[src/rtl/instr_fetch.sv]
// instr_fetch: single-outstanding instruction fetch stage feeding a one-entry instruction register.
// Optional feature macro FETCH_MISALIGN_CHECK_EN traps misaligned redirects in a sticky ERROR state.
module instr_fetch #(
  parameter logic [31:0] RESET_PC = 32'h0000_0000
) (
  input  logic        clk,
  input  logic        rst,
  output logic        imem_req,
  output logic [31:0] imem_addr,
  input  logic        imem_rvalid,
  input  logic [31:0] imem_rdata,
  input  logic        redirect_valid,
  input  logic [31:0] redirect_pc,
  output logic        ir_valid,
  input  logic        ir_ready,
  output logic [31:0] instruction,
  output logic [31:0] pc,
  output logic        fetch_err,
  output logic [1:0]  dbg_state
);

  // Handshakes: imem_req/imem_addr stay stable until exactly one imem_rvalid pulse answers
  // them; an instruction transfers to decode on a cycle where ir_valid and ir_ready are both 1.
  typedef enum logic [1:0] {
    FETCH = 2'd0,
    HOLD  = 2'd1,
    DRAIN = 2'd2,
    ERROR = 2'd3
  } state_t;

  state_t      state;
  logic [31:0] fetch_pc;
  logic [31:0] redirect_target;
  logic        redirect_bad;

`ifdef FETCH_MISALIGN_CHECK_EN
  assign redirect_target = redirect_pc;
  assign redirect_bad    = redirect_valid && (redirect_pc[1:0] != 2'b00);
  assign fetch_err       = (state == ERROR);
`else
  logic unused_redirect_low;
  assign unused_redirect_low = ^redirect_pc[1:0];
  assign redirect_target     = {redirect_pc[31:2], 2'b00};
  assign redirect_bad        = 1'b0;
  assign fetch_err           = 1'b0;
`endif

  always_ff @(posedge clk) begin
    if (rst) begin
      state       <= FETCH;
      fetch_pc    <= RESET_PC;
      pc          <= '0;
      instruction <= '0;
      ir_valid    <= 1'b0;
    end else if (redirect_bad) begin
      // Fatal target: drop any same-cycle response or handshake and park until reset.
      state    <= ERROR;
      ir_valid <= 1'b0;
    end else begin
      case (state)
        FETCH: begin
          if (redirect_valid) begin
            fetch_pc <= redirect_target;
            // Without a response this cycle it is still owed and must be swallowed.
            if (!imem_rvalid) state <= DRAIN;
          end else if (imem_rvalid) begin
            instruction <= imem_rdata;
            pc          <= fetch_pc;
            ir_valid    <= 1'b1;
            fetch_pc    <= fetch_pc + 32'd4;
            state       <= HOLD;
          end
        end
        HOLD: begin
          if (redirect_valid) begin
            fetch_pc <= redirect_target;
            ir_valid <= 1'b0;
            state    <= FETCH;
          end else if (ir_ready) begin
            ir_valid <= 1'b0;
            state    <= FETCH;
          end
        end
        DRAIN: begin
          if (redirect_valid) fetch_pc <= redirect_target;
          // Leaving needs the stale response even when a new redirect lands with it.
          if (imem_rvalid) state <= FETCH;
        end
        default: begin
          ir_valid <= 1'b0;
        end
      endcase
    end
  end

  assign imem_req  = (state == FETCH) && !rst;
  assign imem_addr = fetch_pc;
  assign dbg_state = state;

endmodule

[config.mk]
export PLATFORM = sky130hd
export DESIGN_NAME = instr_fetch
export DESIGN_NICKNAME = d
export VERILOG_FILES = /design/src/rtl/instr_fetch.sv
export SDC_FILE = /design/constraint.sdc
export NUM_CORES = 1
export LEC_CHECK = 0
export ABC_AREA = 1
export CAP_MARGIN = 0
export CORE_UTILIZATION = 25
export DETAILED_ROUTE_END_ITERATION = 10
export SLEW_MARGIN = 20
export SYNTH_ARGS = -nofsm -noshare
export SYNTH_HDL_FRONTEND = slang
export SYNTH_SLANG_ARGS = --single-unit
export TNS_END_PERCENT = 100
[constraint.sdc]
create_clock -name clk -period 1.95 [get_ports clk]
set_input_delay 0.39 -clock clk [delete_from_list [all_inputs] [get_ports clk]]
set_output_delay 0.39 -clock clk [all_outputs]
set_load 0.02 [all_outputs]
==> results of run 1 <==
## registers in the layout, indices dropped and copies added (netlist names)
signal and flops:
pc 30, dbg_state 2, imem_addr 30, instruction 32, ir_valid 1
## report_power, final
part	internal [mW]	switching, mW	leakage [nW]	total, mW
Combinational	2.20	2.82	1.71	5.02
Sequential	2.51	0.562	0.781	3.07
Clock	0.987	0.811	0.147	1.80
Total	5.69	4.20	2.64	9.89
## layout by cell type (no fill, tap or decap), types with 8 or more instances in the layout
| cell type | synthesis | routed |
|---|---|---|
| inv_1 | 31 | 31 |
| nand2_1 | 151 | 151 |
| clkbuf_16 | 0 | 9 |
| nor2_1 | 164 | 164 |
| o21ai_0 | 81 | 81 |
| nand3_1 | 31 | 31 |
| buf_12 | 0 | 8 |
| clkdlybuf4s50_1 | 0 | 161 |
| a21oi_1 | 54 | 54 |
| dfxtp_1 | 95 | 93 |
| buf_4 | 6 | 22 |
## cells by family (layout without fill, tap and decap cells)
| logic type | Yosys count | in the layout | synth area share, % |
|---|---|---|---|
| simple gates | 368 | 368 | 32.7 |
| compound gates | 145 | 145 | 16.7 |
| flops | 95 | 95 | 41.7 |
| buf+inv | 76 | 245 | 7.32 |
| fa+ha+maj | 5 | 5 | 1.37 |
| other cells | 1 | 5 | 0.0822 |
| xor+xnor | 1 | 1 | 0.192 |
## metal layers
metal  wire (um)  part of all wire (%)  vias up  track usage (%)
met2        6780                    45      128             24.7
li1            -                     -     2554                -
met3         874                   5.8       17             3.15
met4         275                   1.8        0             6.04
met5           0                     0        -                0
met1        7210                    48     2248             22.5
## cell type report
| class | count | area, sq um |
|---|---|---|
| Inverter | 37 | 139 |
| Sequential cell | 95 | 1900 |
| Clock buffer | 12 | 267 |
| Clock inverter | 4 | 36.3 |
| Multi-Input combinational cell | 524 | 2340 |
| Fill cell | 1910 | 11000 |
| Timing Repair Buffer | 192 | 1940 |
| Tap cell | 229 | 287 |
## per-stage QoR
stage	std cells	setup slack, ns	power (mW)	area [sq um]	utilization [%]
5_1_grt	1093	0.00791	10.6	6920	38.6
4_1_cts	1093	0.00171	9.99	6920	38.6
6_report	1093	0.0572	9.89	6920	38.6
3_5_place_dp	1077	-0.0700	8.15	6620	37.0
2_1_floorplan	695	0.0953	5.78	4580	-
3_3_place_gp	1077	-0.0469	8.13	6620	37.0
## worst paths after layout
path / startpoint / to / slack [ns]
min reg2reg: ir_valid / ir_valid / 0.45
min: ir_valid / ir_valid / 0.45
max: imem_addr[21] / imem_addr[21] / 0.06
max reg2reg: dbg_state[0] / imem_addr[22] / 0.16
==> impl_metrics.toml, run 1 <==
[critical_path]
cp_slowest_stage_delay_ns = 0.67
end_kind = "output pin"
cp_cell_sequence = "clkdlybuf4s50_1"
cp_top_family = "buffers and inverters"
crit_cells = 1
path_class = "register to output pin"
start_kind = "register"
cp_max_fo = 6
r2r_cells = 9
cp_num_buf_inv = 1
crit_arrival_ns = 1.50
required_ns = 1.56
cpMaxStageDelayCell = "clkdlybuf4s50_1"

[grt]
grt_overflow = 0
grt_pass1_vias = 4514
grt_pass1_wl_um = 23600
grt_start_max_net_pins = 53
grt_antenna_before_repair = 0
grt_use_total_pct = 16.2

[yosys]
yosys_warnings = 0
synthesis.area_sq_um = 4560
synthDistinctLibCells = 32
yosysMostFrequentCell = "nor2_1"
yosysSeqAreaShare_pct = 41.7
netlist_top_cells_count = "nor2_1, nand2_1, dfxtp_1"
synth_flop_cell = "dfxtp_1"
synth_area_leader_cell = "dfxtp_1"
yosysTopAreaCellShare_pct = 41.7
yosys-top-cells-area = "dfxtp_1, nor2_1, nand2_1, o21ai_0, a21oi_1"
syn_inst = 691
avgSynthCellArea_sq_um = 6.60
synth-seq-cells = 95
synth_edf_count = 0
ys_async_sr_fraction_pct = 0

[place]
io_buffer_count = 162
place.gp.congestion = 0.881
dpl.hpwl_um = 11400

[run]
max_cap_viol_count = 0

[timing]
setup_viol = 0
slew_viol_final = 0
timing.final.crit_period_ns = 1.89
final.setup.tns_ns = 0
rsz0062_at_grt = "no"
whs_ns = 0.446
hold_viol_final = 0
final.period_utilization_pct = 97.1
fmax_mhz = 528
skew_ns = 0.00719

[floorplanning]
start_util_pct = 25.5
ios = 170
die_y_um = 137
die_area_sq_um = 18800
std_cell_rows = 49
core_area_sq_um = 17900
die_x_um = 137

[route]
vias_per_cell = 4.53
avgRoutedWirePerCell_um = 13.8
drt_pass1_iterations = 5
drc = 0
via_count = 4947
finalWirelength_um = 15100
antenna_left = 0
drt_iter0_drc = 284

[clock_tree]
cts.clk_slew.worst_paths_ns = 0.07
cts_buffers = 9
clk_latency_ns = 0.35
cts_num_sinks = 95
cts_tree = "done"
cts-root-buf = "clkbuf_16"
ctsResizeCount = 2
cts_hold_buf = 0
clk_path_buf_depth = 2
cts_setup_buffers = 0
htreeDepth = 3

[run_status]
status = "complete, no violations"

[min_path]
worstHoldPathType = "register to register"
holdPathStages = 2

[layout]
fin_nets = 933
drive_gt1_share_pct = 7.41
n_antenna_cell = 0
area_growth_pct = 51.6

[pwr]
ir_drop_mv = 0.599
power_density_nw_per_um2 = 1430
cellLeakagePower_nw = 2.64
No activity file was read; power rests on OpenSTA's default activity.
==> inputs of run 2 (changes only) <==
- CTS_CLUSTER_DIAMETER: default -> 100
==> results of run 2 <==
Final layout, timing and power as in run 1 (identical DEF).
==> inputs of run 3 (changes only) <==
- ABC_AREA: 1 -> default
==> run 3 against run 2 <==
First-iteration DRC count rose by 2.1%; global-route usage increased by 0.83 points; design area up 3.4%; synthesized cell count decreased by 15%; sequential share of layout area fell by 0.67 points; fmax increased by 0.64%; critical path depth up 1; total power is 35% lower; final cell count decreased by 7.0%.
==> impl_metrics.toml, run 3 <==
[timing]
rsz0062_at_grt = "no"
timing.final.crit_period_ns = 1.88
worstMarginPinSlew_ns = 0.503
setup_viol = 0
slew_viol_final = 0
hold_viol_final = 0
slew-limit-headroom_pct = 66.5
final.setup.tns_ns = 0
skew_ns = 0.00809
whs_ns = 0.283
final.period_utilization_pct = 96.4
fmax_mhz = 532

[clock_tree]
htreeDepth = 3
cts.clk_slew.worst_paths_ns = 0.07
cts_buffers = 9
cts_tree = "done"
cts_num_sinks = 95
cts-root-buf = "clkbuf_16"
clk_path_buf_depth = 2
cts_hold_buf = 0
clk_latency_ns = 0.36

[place]
place.gp.congestion = 0.844
dpl.hpwl_um = 11400
dpl_cell_area_sq_um = 6820
dp.cells = 1001
io_buffer_count = 162

[critical_path]
cpMaxStageDelayCell = "clkdlybuf4s50_1"
path_class = "register to output pin"
start_kind = "register"
r2r_slack_ns = 0.08
end_kind = "output pin"
cp_cell_sequence = "buf_4, clkdlybuf4s50_1"
cp_num_buf_inv = 2
cp_top_family = "buffers and inverters"
cp_slowest_stage_delay_ns = 0.60
r2r_start = "imem_addr[14]"
crit_arrival_ns = 1.49
r2r_end = "imem_addr[21]"
cp_max_fo = 5
r2r_cells = 6
required_ns = 1.56

[layout]
finalNonFillerCells = 1017
area_growth_pct = 61.5
largest_register_ff_count = 32
largest_register = "instruction"
seq_area_sq_um = 1920
drive_gt1_share_pct = 15.7
n_antenna_cell = 0
layout_common_cells = "clkdlybuf4s50_1, nand2_1, a21oi_1"
multi_input_area_sq_um = 2350
fin_nets = 861
final_common_cell = "clkdlybuf4s50_1"
fillers = 1805
finalInstanceArea_sq_um = 7150

[pwr]
cellLeakagePower_nw = 2.61
ir_drop_mv = 0.450
power_density_nw_per_um2 = 905

[yosys]
ys_async_sr_fraction_pct = 0
yosys-top-cells-area = "dfxtp_1, nand2_1, a21oi_1, clkbuf_1, nor2_1"
synth-seq-cells = 95
synthDistinctLibCells = 55
syn_inst = 585
synthesis.area_sq_um = 4430
yosysMostFrequentCell = "nand2_1"
yosysTopAreaCellShare_pct = 42.9
yosysSeqAreaShare_pct = 42.9
netlist_top_cells_count = "nand2_1, dfxtp_1, a21oi_1"
synth_flop_cell = "dfxtp_1"
synth_area_leader_cell = "dfxtp_1"
avgSynthCellArea_sq_um = 7.57
synth_edf_count = 0
yosys_warnings = 0

[run_status]
status = "complete, no violations"

[route]
finalWirelength_um = 15700
vias_per_cell = 4.80
antenna_left = 0
drt_iter0_drc = 290
drc = 0
avgRoutedWirePerCell_um = 15.5
drt_pass1_iterations = 7
via_count = 4880

[min_path]
min-delay-start = "rst"
hold_path_end = "dbg_state[0]"
holdPathStages = 2
worstHoldPathType = "primary input to register"

[grt]
grt_start_max_net_pins = 55
grt_pass1_wl_um = 23900
grt_overflow = 0
grt_use_total_pct = 17.1
grt_pass1_vias = 4339
grt_antenna_before_repair = 0

[floorplanning]
die_x_um = 135
ios = 170
die_y_um = 135
start_util_pct = 25.6
std_cell_rows = 48
core_area_sq_um = 17300
die_area_sq_um = 18300

[run]
max_cap_viol_count = 0
## run 3: cell types whose count changed after synthesis, sizes merged, moves of 7 or more
cell / before / now
clkbuf: 17 / 39
nor3: 3 / 13
nand4: 7 / 14
o21ai: 81 / 17
a21oi: 54 / 86
nand3: 31 / 12
inv: 36 / 6
nor2: 168 / 36
buf: 22 / 12
## run 3: cell families (layout without fill, tap and decap cells)
family	after synthesis	in the layout	synth area share, %
other	1	5	0.0846
multiplexers	4	4	0.932
AND/OR/NAND/NOR	267	267	27.5
adder cells (fa/ha/maj)	5	5	1.41
flip-flops	95	95	42.9
XOR/XNOR	1	1	0.198
AO/OA/AOI/OAI	155	155	21.3
buffers and inverters	57	260	5.65
## run 3: repair_timing
action / in CTS / in global routing
resized for setup: 3 / 8
buffers inserted: 0 / 0
endpoints found under the setup margin: 3 / 9
pin swaps: 1 / 2
## run 3: worst max path at each step
stage	from	to	slack (ns)	depth (start not counted)
after floorplan	dbg_state[0]	imem_addr[29]	0.0007	7
after global placement	imem_rvalid	imem_addr[21]	-0.17	6
after detailed placement	redirect_valid	pc[26]	-0.20	8
after CTS	imem_addr[21]	imem_addr[21]	0.0003	1
after global routing	imem_addr[11]	imem_addr[11]	0.001	2
final	imem_addr[18]	imem_addr[18]	0.07	2
## run 3: per-layer routing
layer / routed length [um] / global-route usage [%] / up-vias
li1: - / - / 2433
met1: 7150 / 22.8 / 2276
met2: 7410 / 27.1 / 156
met3: 959 / 3.94 / 15
met4: 227 / 5.31 / 0
met5: 0 / 0 / -
## run 3: metrics by stage
stage,worst slack (ns),power (mW),util [%]
2_1_floorplan,0.000688,3.50,-
3_3_place_gp,-0.174,4.70,39.4
3_5_place_dp,-0.201,4.71,39.4
4_1_cts,0.000300,6.55,41.2
5_1_grt,0.00108,6.83,41.4
6_report,0.0692,6.47,41.4
## run 3: cell type report
type	count	area share, %
timing repair buffer	238	31.9
multi-input combinational	437	32.9
clock buffer	11	3.53
inverter	6	0.315
sequential	95	26.9
clock inverter	5	0.577
tap	225	3.94
## run 3: power breakdown
group	internal [mW]	switching (mW)
clock network	0.945	0.835
logic	1.14	1.24
registers	2.15	0.168
total	4.23	2.24
## run 3: worst register-to-register path, stage by stage (launching register included)
cell     delay, ns
dfxtp_2       0.40
nand4_4       0.11
or4_4         0.60
buf_4         0.19
o41ai_1       0.28
nand2_1       0.10
a21oi_1       0.14
